[config.mk]
export PLATFORM = sky130hd
export DESIGN_NAME = arb_sink_fifo
export DESIGN_NICKNAME = d
export VERILOG_FILES = /design/src/rtl/arb_sink_fifo_pkg.sv /design/src/rtl/arb_sink_fifo_mem.sv /design/src/rtl/arb_sink_fifo.sv
export SDC_FILE = /design/constraint.sdc
export NUM_CORES = 1
export LEC_CHECK = 0
export BUFFER_PORTS_ARGS = -buffer_cell sky130_fd_sc_hd__buf_2
export CORE_MARGIN = 8
export CORE_UTILIZATION = 44
export DETAILED_ROUTE_END_ITERATION = 10
export PLACE_DENSITY = 0.66
export SETUP_SLACK_MARGIN = 0.2
export SYNTH_ARGS = -nofsm -noshare
export SYNTH_HDL_FRONTEND = slang
export SYNTH_SLANG_ARGS = --single-unit
[constraint.sdc]
create_clock -name i_clk -period 2.2 [get_ports i_clk]
set_clock_uncertainty 0.15 [all_clocks]
set_input_delay 0.33 -clock i_clk [delete_from_list [all_inputs] [get_ports i_clk]]
set_output_delay 0.33 -clock i_clk [all_outputs]
set_load 0.02 [all_outputs]
[src/rtl/arb_sink_fifo_pkg.sv]
// Shared constants for the round-robin arbiter and its sink buffer.
// Default data width and buffer depth used by both sides of the link.
package arb_sink_fifo_pkg;

    localparam int ARB_W          = 1;
    localparam int ARB_SINK_DEPTH = 4;
    localparam int ARB_SINK_AW    = 2;

endpackage

[src/rtl/arb_sink_fifo_mem.sv]
// Register-file storage for the arbiter sink buffer.
// One synchronous write port, one asynchronous read port, async reset.
module arb_sink_fifo_mem
    import arb_sink_fifo_pkg::*;
#(
    parameter int p_width = ARB_W,
    parameter int p_depth = ARB_SINK_DEPTH,
    parameter int p_aw    = ARB_SINK_AW
) (
    input  logic               i_clk,
    input  logic               i_nrst,
    input  logic               i_we,
    input  logic [p_aw-1:0]    i_waddr,
    input  logic [p_width-1:0] i_wdata,
    input  logic [p_aw-1:0]    i_raddr,
    output logic [p_width-1:0] o_rdata
);

    logic [p_width-1:0] mem_q [p_depth];
    logic [p_width-1:0] mem_d [p_depth];

    always_comb begin
        mem_d = mem_q;
        if (i_we) begin
            mem_d[i_waddr] = i_wdata;
        end
    end

    always_ff @(posedge i_clk or negedge i_nrst) begin
        if (!i_nrst) begin
            for (int i = 0; i < p_depth; i++) begin
                mem_q[i] <= '0;
            end
        end else begin
            mem_q <= mem_d;
        end
    end

    assign o_rdata = mem_q[i_raddr];

endmodule

[src/rtl/arb_sink_fifo.sv]
// Sink buffer behind the 2-input round-robin arbiter: req/acc in,
// req/acc out, registered-only accept so the arbiter never sees i_acc.
module arb_sink_fifo
    import arb_sink_fifo_pkg::*;
#(
    parameter int p_width = ARB_W,
    parameter int p_depth = ARB_SINK_DEPTH,
    parameter int p_aw    = ARB_SINK_AW
) (
    input  logic               i_clk,
    input  logic               i_nrst,
    input  logic               i_req,
    input  logic [p_width-1:0] i_data,
    output logic               o_acc,
    output logic               o_req,
    output logic [p_width-1:0] o_data,
    input  logic               i_acc,
    output logic [p_aw:0]      o_count,
    output logic               o_full,
    output logic               o_empty
);

    localparam logic [p_aw:0]   lp_full = (p_aw+1)'(p_depth);
    localparam logic [p_aw:0]   lp_cone = (p_aw+1)'(1);
    localparam logic [p_aw-1:0] lp_pone = p_aw'(1);

    logic              r_rdy_q, r_rdy_d;
    logic [p_aw-1:0]   wr_ptr_q, wr_ptr_d;
    logic [p_aw-1:0]   rd_ptr_q, rd_ptr_d;
    logic [p_aw:0]     count_q, count_d;
    logic              push, pop;

    assign o_full  = (count_q == lp_full);
    assign o_empty = (count_q == '0);
    assign o_count = count_q;
    assign o_req   = ~o_empty;

    // Accept depends on registered state only: a pop never frees a slot early.
    assign o_acc = i_req & r_rdy_q & ~o_full;
    assign push  = o_acc;
    assign pop   = o_req & i_acc;

    always_comb begin
        r_rdy_d  = 1'b1;
        wr_ptr_d = wr_ptr_q;
        rd_ptr_d = rd_ptr_q;
        count_d  = count_q;
        if (push) begin
            wr_ptr_d = wr_ptr_q + lp_pone;
        end
        if (pop) begin
            rd_ptr_d = rd_ptr_q + lp_pone;
        end
        unique case ({push, pop})
            2'b10:   count_d = count_q + lp_cone;
            2'b01:   count_d = count_q - lp_cone;
            default: count_d = count_q;
        endcase
    end

    always_ff @(posedge i_clk or negedge i_nrst) begin
        if (!i_nrst) begin
            r_rdy_q  <= 1'b0;
            wr_ptr_q <= '0;
            rd_ptr_q <= '0;
            count_q  <= '0;
        end else begin
            r_rdy_q  <= r_rdy_d;
            wr_ptr_q <= wr_ptr_d;
            rd_ptr_q <= rd_ptr_d;
            count_q  <= count_d;
        end
    end

    arb_sink_fifo_mem #(
        .p_width (p_width),
        .p_depth (p_depth),
        .p_aw    (p_aw)
    ) u_mem (
        .i_clk   (i_clk),
        .i_nrst  (i_nrst),
        .i_we    (push),
        .i_waddr (wr_ptr_q),
        .i_wdata (i_data),
        .i_raddr (rd_ptr_q),
        .o_rdata (o_data)
    );

endmodule
* After elaboration in Yosys (flattened, before gate mapping)
Cells that the tools add are included.
** Storage, ports and cells
- Bits of input ports :: 5
- Flip-flop bits (word level) :: 12
- Output and inout bits :: 8
** Cells by class
- Eq/ne operators :: 3
- Reduce and logical (&&, ||, !) cells :: 3
- Bitwise logic cells :: 7
- Magnitude comparators :: 3
- Add/subtract/negate cells :: 4
- Mux-type cells :: 7
** Operators with widths (count)
- $ge 3x3->1 const B :: 2
- $not 2->3 :: 2
- $pmux 3 s2 :: 1
- $add 2x1->2 const B :: 2
- $bwmux 4 :: 1
- $add 3x1->3 const B :: 1
- $and 1x1->1 :: 3
- $eq 3x3->1 const B :: 1
- $logic_not 3->1 :: 1
- $lt 3x1->1 const B :: 1
- $mux 1 :: 3
- $sub 3x1->3 const B :: 1
- $bmux 1 s2 :: 1
- $demux 1 s2 :: 1
- $eq 2x1->1 const B :: 1
- $eq 2x2->1 const B :: 1
- $not 1->1 :: 2
- $reduce_bool 2->1 :: 1
- $logic_and 1x1->1 :: 1

* Logic depth before layout (Yosys ltp)
- Word-level depth :: 6
- Depth in mapped cells :: 9
- Gate-level depth less buffers :: 9

* Cells and area by module
Synthesis repeated with hierarchy kept, for this count alone.
** Second synthesis, totals
- Cells, all modules :: 45
- Area total of the unflattened synthesis :: 586.8 µm²
** By module, submodules not included
- arb_sink_fifo :: instances 1, cells an instance 32, area each 386.6 µm², sequential area each 200.2 µm²
- arb_sink_fifo_mem :: instances 1, cells an instance 13, area each 200.2 µm², sequential area each 100.1 µm²

* Least setup slack after synthesis
No wires, ideal clock.
- Path type :: reg-to-reg
- Start point :: reg count_q[2] (netlist: o_count[2])
- End point :: reg count_q[2] (netlist: o_count[2])
- Cell stages (with the launch flop) :: 10
- Arrival :: 2.151 ns
- Path buffers :: 0
- Path slack :: -0.181 ns
- Required time :: 1.970 ns
- Period minus slack after synthesis :: 2.381 ns
- Cells stage by stage :: dfrtp_1 -> nor3b_4 -> nor2_2 -> inv_1 -> ha_1 -> inv_1 -> fa_1 -> xor2_1 -> nor2_1 -> xor2_1
** Between the ends
- Cells in the longest elaborated chain, start to end :: 5
- Elaborated cells on any way between the ends :: 12
- Classes of those cells :: add/sub: 2; eq/ne: 3; mux: 1; bitwise: 4; reduce/logical: 2
** RTL lines
- from (decl) :: line arb_sink_fifo.sv:30 : logic [p_aw:0] count_q, count_d;
- from (signal assigned) :: line arb_sink_fifo.sv:71 : count_q <= count_d;
- $eq 3x3->1 (*) :: line arb_sink_fifo.sv:33 : assign o_full = (count_q == lp_full);
- net o_full :: line arb_sink_fifo.sv:19 : output logic o_full,
- $not 1->1 (*) :: line arb_sink_fifo.sv:39 : assign o_acc = i_req & r_rdy_q & ~o_full;
- $and 1x1->1 (*) :: line arb_sink_fifo.sv:39
- net o_acc :: line arb_sink_fifo.sv:14 : output logic o_acc,
- $eq 2x1->1 or $eq 2x2->1 (tied branches) :: line arb_sink_fifo.sv:54 : unique case ({push, pop})
- $pmux 3 s2 or $reduce_bool 2->1 (tied branches)
Mark *: on every way through the listed nets, which the timed path passes. The rest lies on a longest branch.
A chain may end at the register's enable or synchronous reset.

* Final worst setup path
- Start point :: reg count_q[0] (netlist: o_count[0])
- End point :: out o_empty
** Between the ends
- Cells in the longest elaborated chain, start to end :: 1
** RTL lines
- $logic_not 3->1 :: line arb_sink_fifo.sv:34 : assign o_empty = (count_q == '0);
- to (decl) :: line arb_sink_fifo.sv:20 : output logic o_empty
Every way passes these cells.

==> results_dict.tcl <==
set metrics [dict create \
    rows 13 \
    powerDensity_nw_per_um2 1460 \
    cp-start-kind "flip-flop" \
    grt-ovfl-total 0 \
    grt_pass1_vias 479 \
    grt_pass1_wl_um 1980 \
    die_w_um 54.0 \
    ys_ff_latch 12 \
    critical_path.max_stage_delay_ns 0.43 \
    totalWireLength_um 1190 \
    drc 0 \
    cp_num_buf_inv 4 \
    status "complete, no violations" \
    first_iter_violations 0 \
    rsz0062_at_grt "yes" \
    setup_viol 0 \
    crit_family "buffers and inverters" \
    core_area_um2 1330 \
    path_common_cell "buf_4" \
    start_util_pct 47.7 \
    via_count 426 \
    worstHoldPathType "input port to flip-flop" \
    hpwl_um 892 \
    wl_per_cell_um 13.2 \
    ant_nets 0 \
    track_usage_pct 8.96 \
    clk_pin_slew_ns 0.07 \
    syn_inst 50 \
    final_max_slew_viol_count 0 \
    path_cells "buf_4 -> buf_4 -> or3_1 -> inv_1 -> buf_4" \
    htree_levels 1 \
    finalHoldViolCount 0 \
    pre_cts_slack_ns 0.153 \
    clk_path_buf_depth 2 \
    yosysUniqueCellTypes 18 \
    tns_ns 0 \
    tritoncts "built" \
    port_buffers 12 \
    netlist_area_um2 636 \
    drtPass1Iterations 1 \
    vias_per_cell 4.73 \
    routabilityCongestion 0.652 \
    diodes 0 \
    layout-drive-gt1-share_pct 46.7 \
    clk-insertion-delay-late_ns 0.26 \
    die-height_um 54.0 \
    crit_arrival_ns 1.51 \
    crit_type "flip-flop to output port" \
    cts_buffers 3 \
    critPathSlowestCell "dfrtp_2" \
    layout.nets 87 \
    required_ns 1.72 \
    ys_seq_area_share_pct 47.2 \
    peakVddDrop_mv 0.718 \
    clock-sinks 12 \
    synth_nets 61 \
    p_leak_nw 0.415 \
    fmax_mhz 503 \
    timing.final.crit_share_pct 90.4 \
    pin_count 13 \
    synth_warnings 0 \
    grt_max_degree 13 \
    period_needed_ns 1.99 \
    max-cap-violations 0 \
    syn_to_final_growth_pct 33.3 \
    dieArea_um2 2920 \
    syn_avg_cell_area_um2 12.7 \
    path_max_fanout 3 \
    cts_root_buf "clkbuf_4" \
    crit_path_end_kind "output port" \
    grt_antenna_before_repair 0 \
    worst_slack_ns 0.212 \
]
-- cell type report --
cell class	count	area, um^2
multi-input cells	31	329
well taps	15	18.8
fillers	110	487
flip-flops and latches	12	304
clock buffers	4	36.3
inverters	7	26.3
repair buffers	21	133
-- cells in the mapped netlist (all sizes together) --
master	n	area share, %
o31a	1	1.4
nor2	2	1.6
or3	1	0.98
conb	1	0.59
ha	5	9.8
mux4	1	3.5
nor3b	5	7.7
fa	1	3.1
mux2	5	8.9
mux2i	1	1.6
dfrtp	12	47
xor2	3	4.1
nand2	2	1.2
inv	7	4.1
xnor2	3	4.1
-- metrics by stage --
step / instance area, um^2 / total power, mW / util (%) / hold slack, ns / instances
after floorplan: 649 / 0.823 / - / -0.116 / 50
after global placement: 736 / 0.967 / 55.2 / 0.0728 / 78
after detailed placement: 736 / 0.991 / 55.2 / 0.0725 / 78
after CTS: 812 / 1.22 / 60.9 / 0.167 / 87
after global routing: 847 / 1.34 / 63.5 / 0.183 / 90
final: 847 / 1.24 / 63.5 / 0.178 / 90
-- path summary, 6_finish.rpt --
kind | start | slack (ns) | end | cells after the start
max | o_count[0]$_DFFE_PN0P_ | 0.21 | o_empty | 5
min | i_data | 0.18 | u_mem.mem_q[2]$_DFFE_PN0P_ | 2
max reg2reg | o_count[0]$_DFFE_PN0P_ | 0.24 | o_count[2]$_DFFE_PN0P_ | 9
min reg2reg | u_mem.mem_q[3]$_DFFE_PN0P_ | 0.34 | u_mem.mem_q[3]$_DFFE_PN0P_ | 1
max in group asynchronous | i_nrst | 1.35 | o_count[0]$_DFFE_PN0P_ | 2
min in group asynchronous | i_nrst | 0.32 | u_mem.mem_q[2]$_DFFE_PN0P_ | 2
-- cell usage in the layout (no fill, tap or decap), drive strengths merged, types with 2 or more instances in the layout --
cell type / instances
buf: 20
dfrtp: 12
inv: 7
nor3b: 5
mux2: 5
ha: 5
clkbuf: 4
xnor2: 3
xor2: 3
nand2: 2
nor2: 2
-- power by group --
group	leakage [nW]	internal, mW	switching [mW]
Sequential	0.138	0.335	0.0940
Clock	0.0210	0.100	0.0701
Combinational	0.256	0.329	0.309
Total	0.415	0.764	0.473
-- worst register-to-register path, cell delays in order, from the launching register on --
cell,delay (ns)
dfrtp_2,0.43
nor3b_4,0.25
nor2_4,0.07
inv_2,0.07
ha_4,0.13
inv_2,0.03
fa_2,0.33
xor2_1,0.14
nor2_1,0.13
xor2_1,0.15
-- state kept, by name, indices dropped and copies added, names as in the netlist --
| signal | count |
|---|---|
| wr_ptr_q | 2 |
| u_mem.mem_q | 4 |
| o_count | 3 |
| r_rdy_q | 1 |
| rd_ptr_q | 2 |
-- cell families after synthesis --
logic type	Yosys count	synth area share (%)
adders and majority gates	6	13.0
other	1	0.590
xor gates and xnor gates	6	8.27
DFF	12	47.2
muxes	7	14.0
AOI/OAI and AO/OA	1	1.38
and+or+nand+nor	10	11.4
buffers and inverters	7	4.13
-- repair_timing --
item                                    in CTS  in global routing
gates resized for setup                      0                  3
hold endpoints to repair                    12                  0
buffers inserted                             4                  3
endpoints found under the setup margin       1                  2
gates cloned                                 0                  0
hold buffers                                 1                  0
pin swaps                                    3                  4
-- metal layers --
layer | track usage [%] | vias to the layer above | routed length (um)
li1 | - | 211 | -
met1 | 11.1 | 204 | 537
met4 | 3.69 | 0 | 0
met2 | 13.9 | 11 | 547
met5 | 0 | - | 0
met3 | 3.03 | 0 | 101
Note: power is estimated with default switching activity, not from simulation.
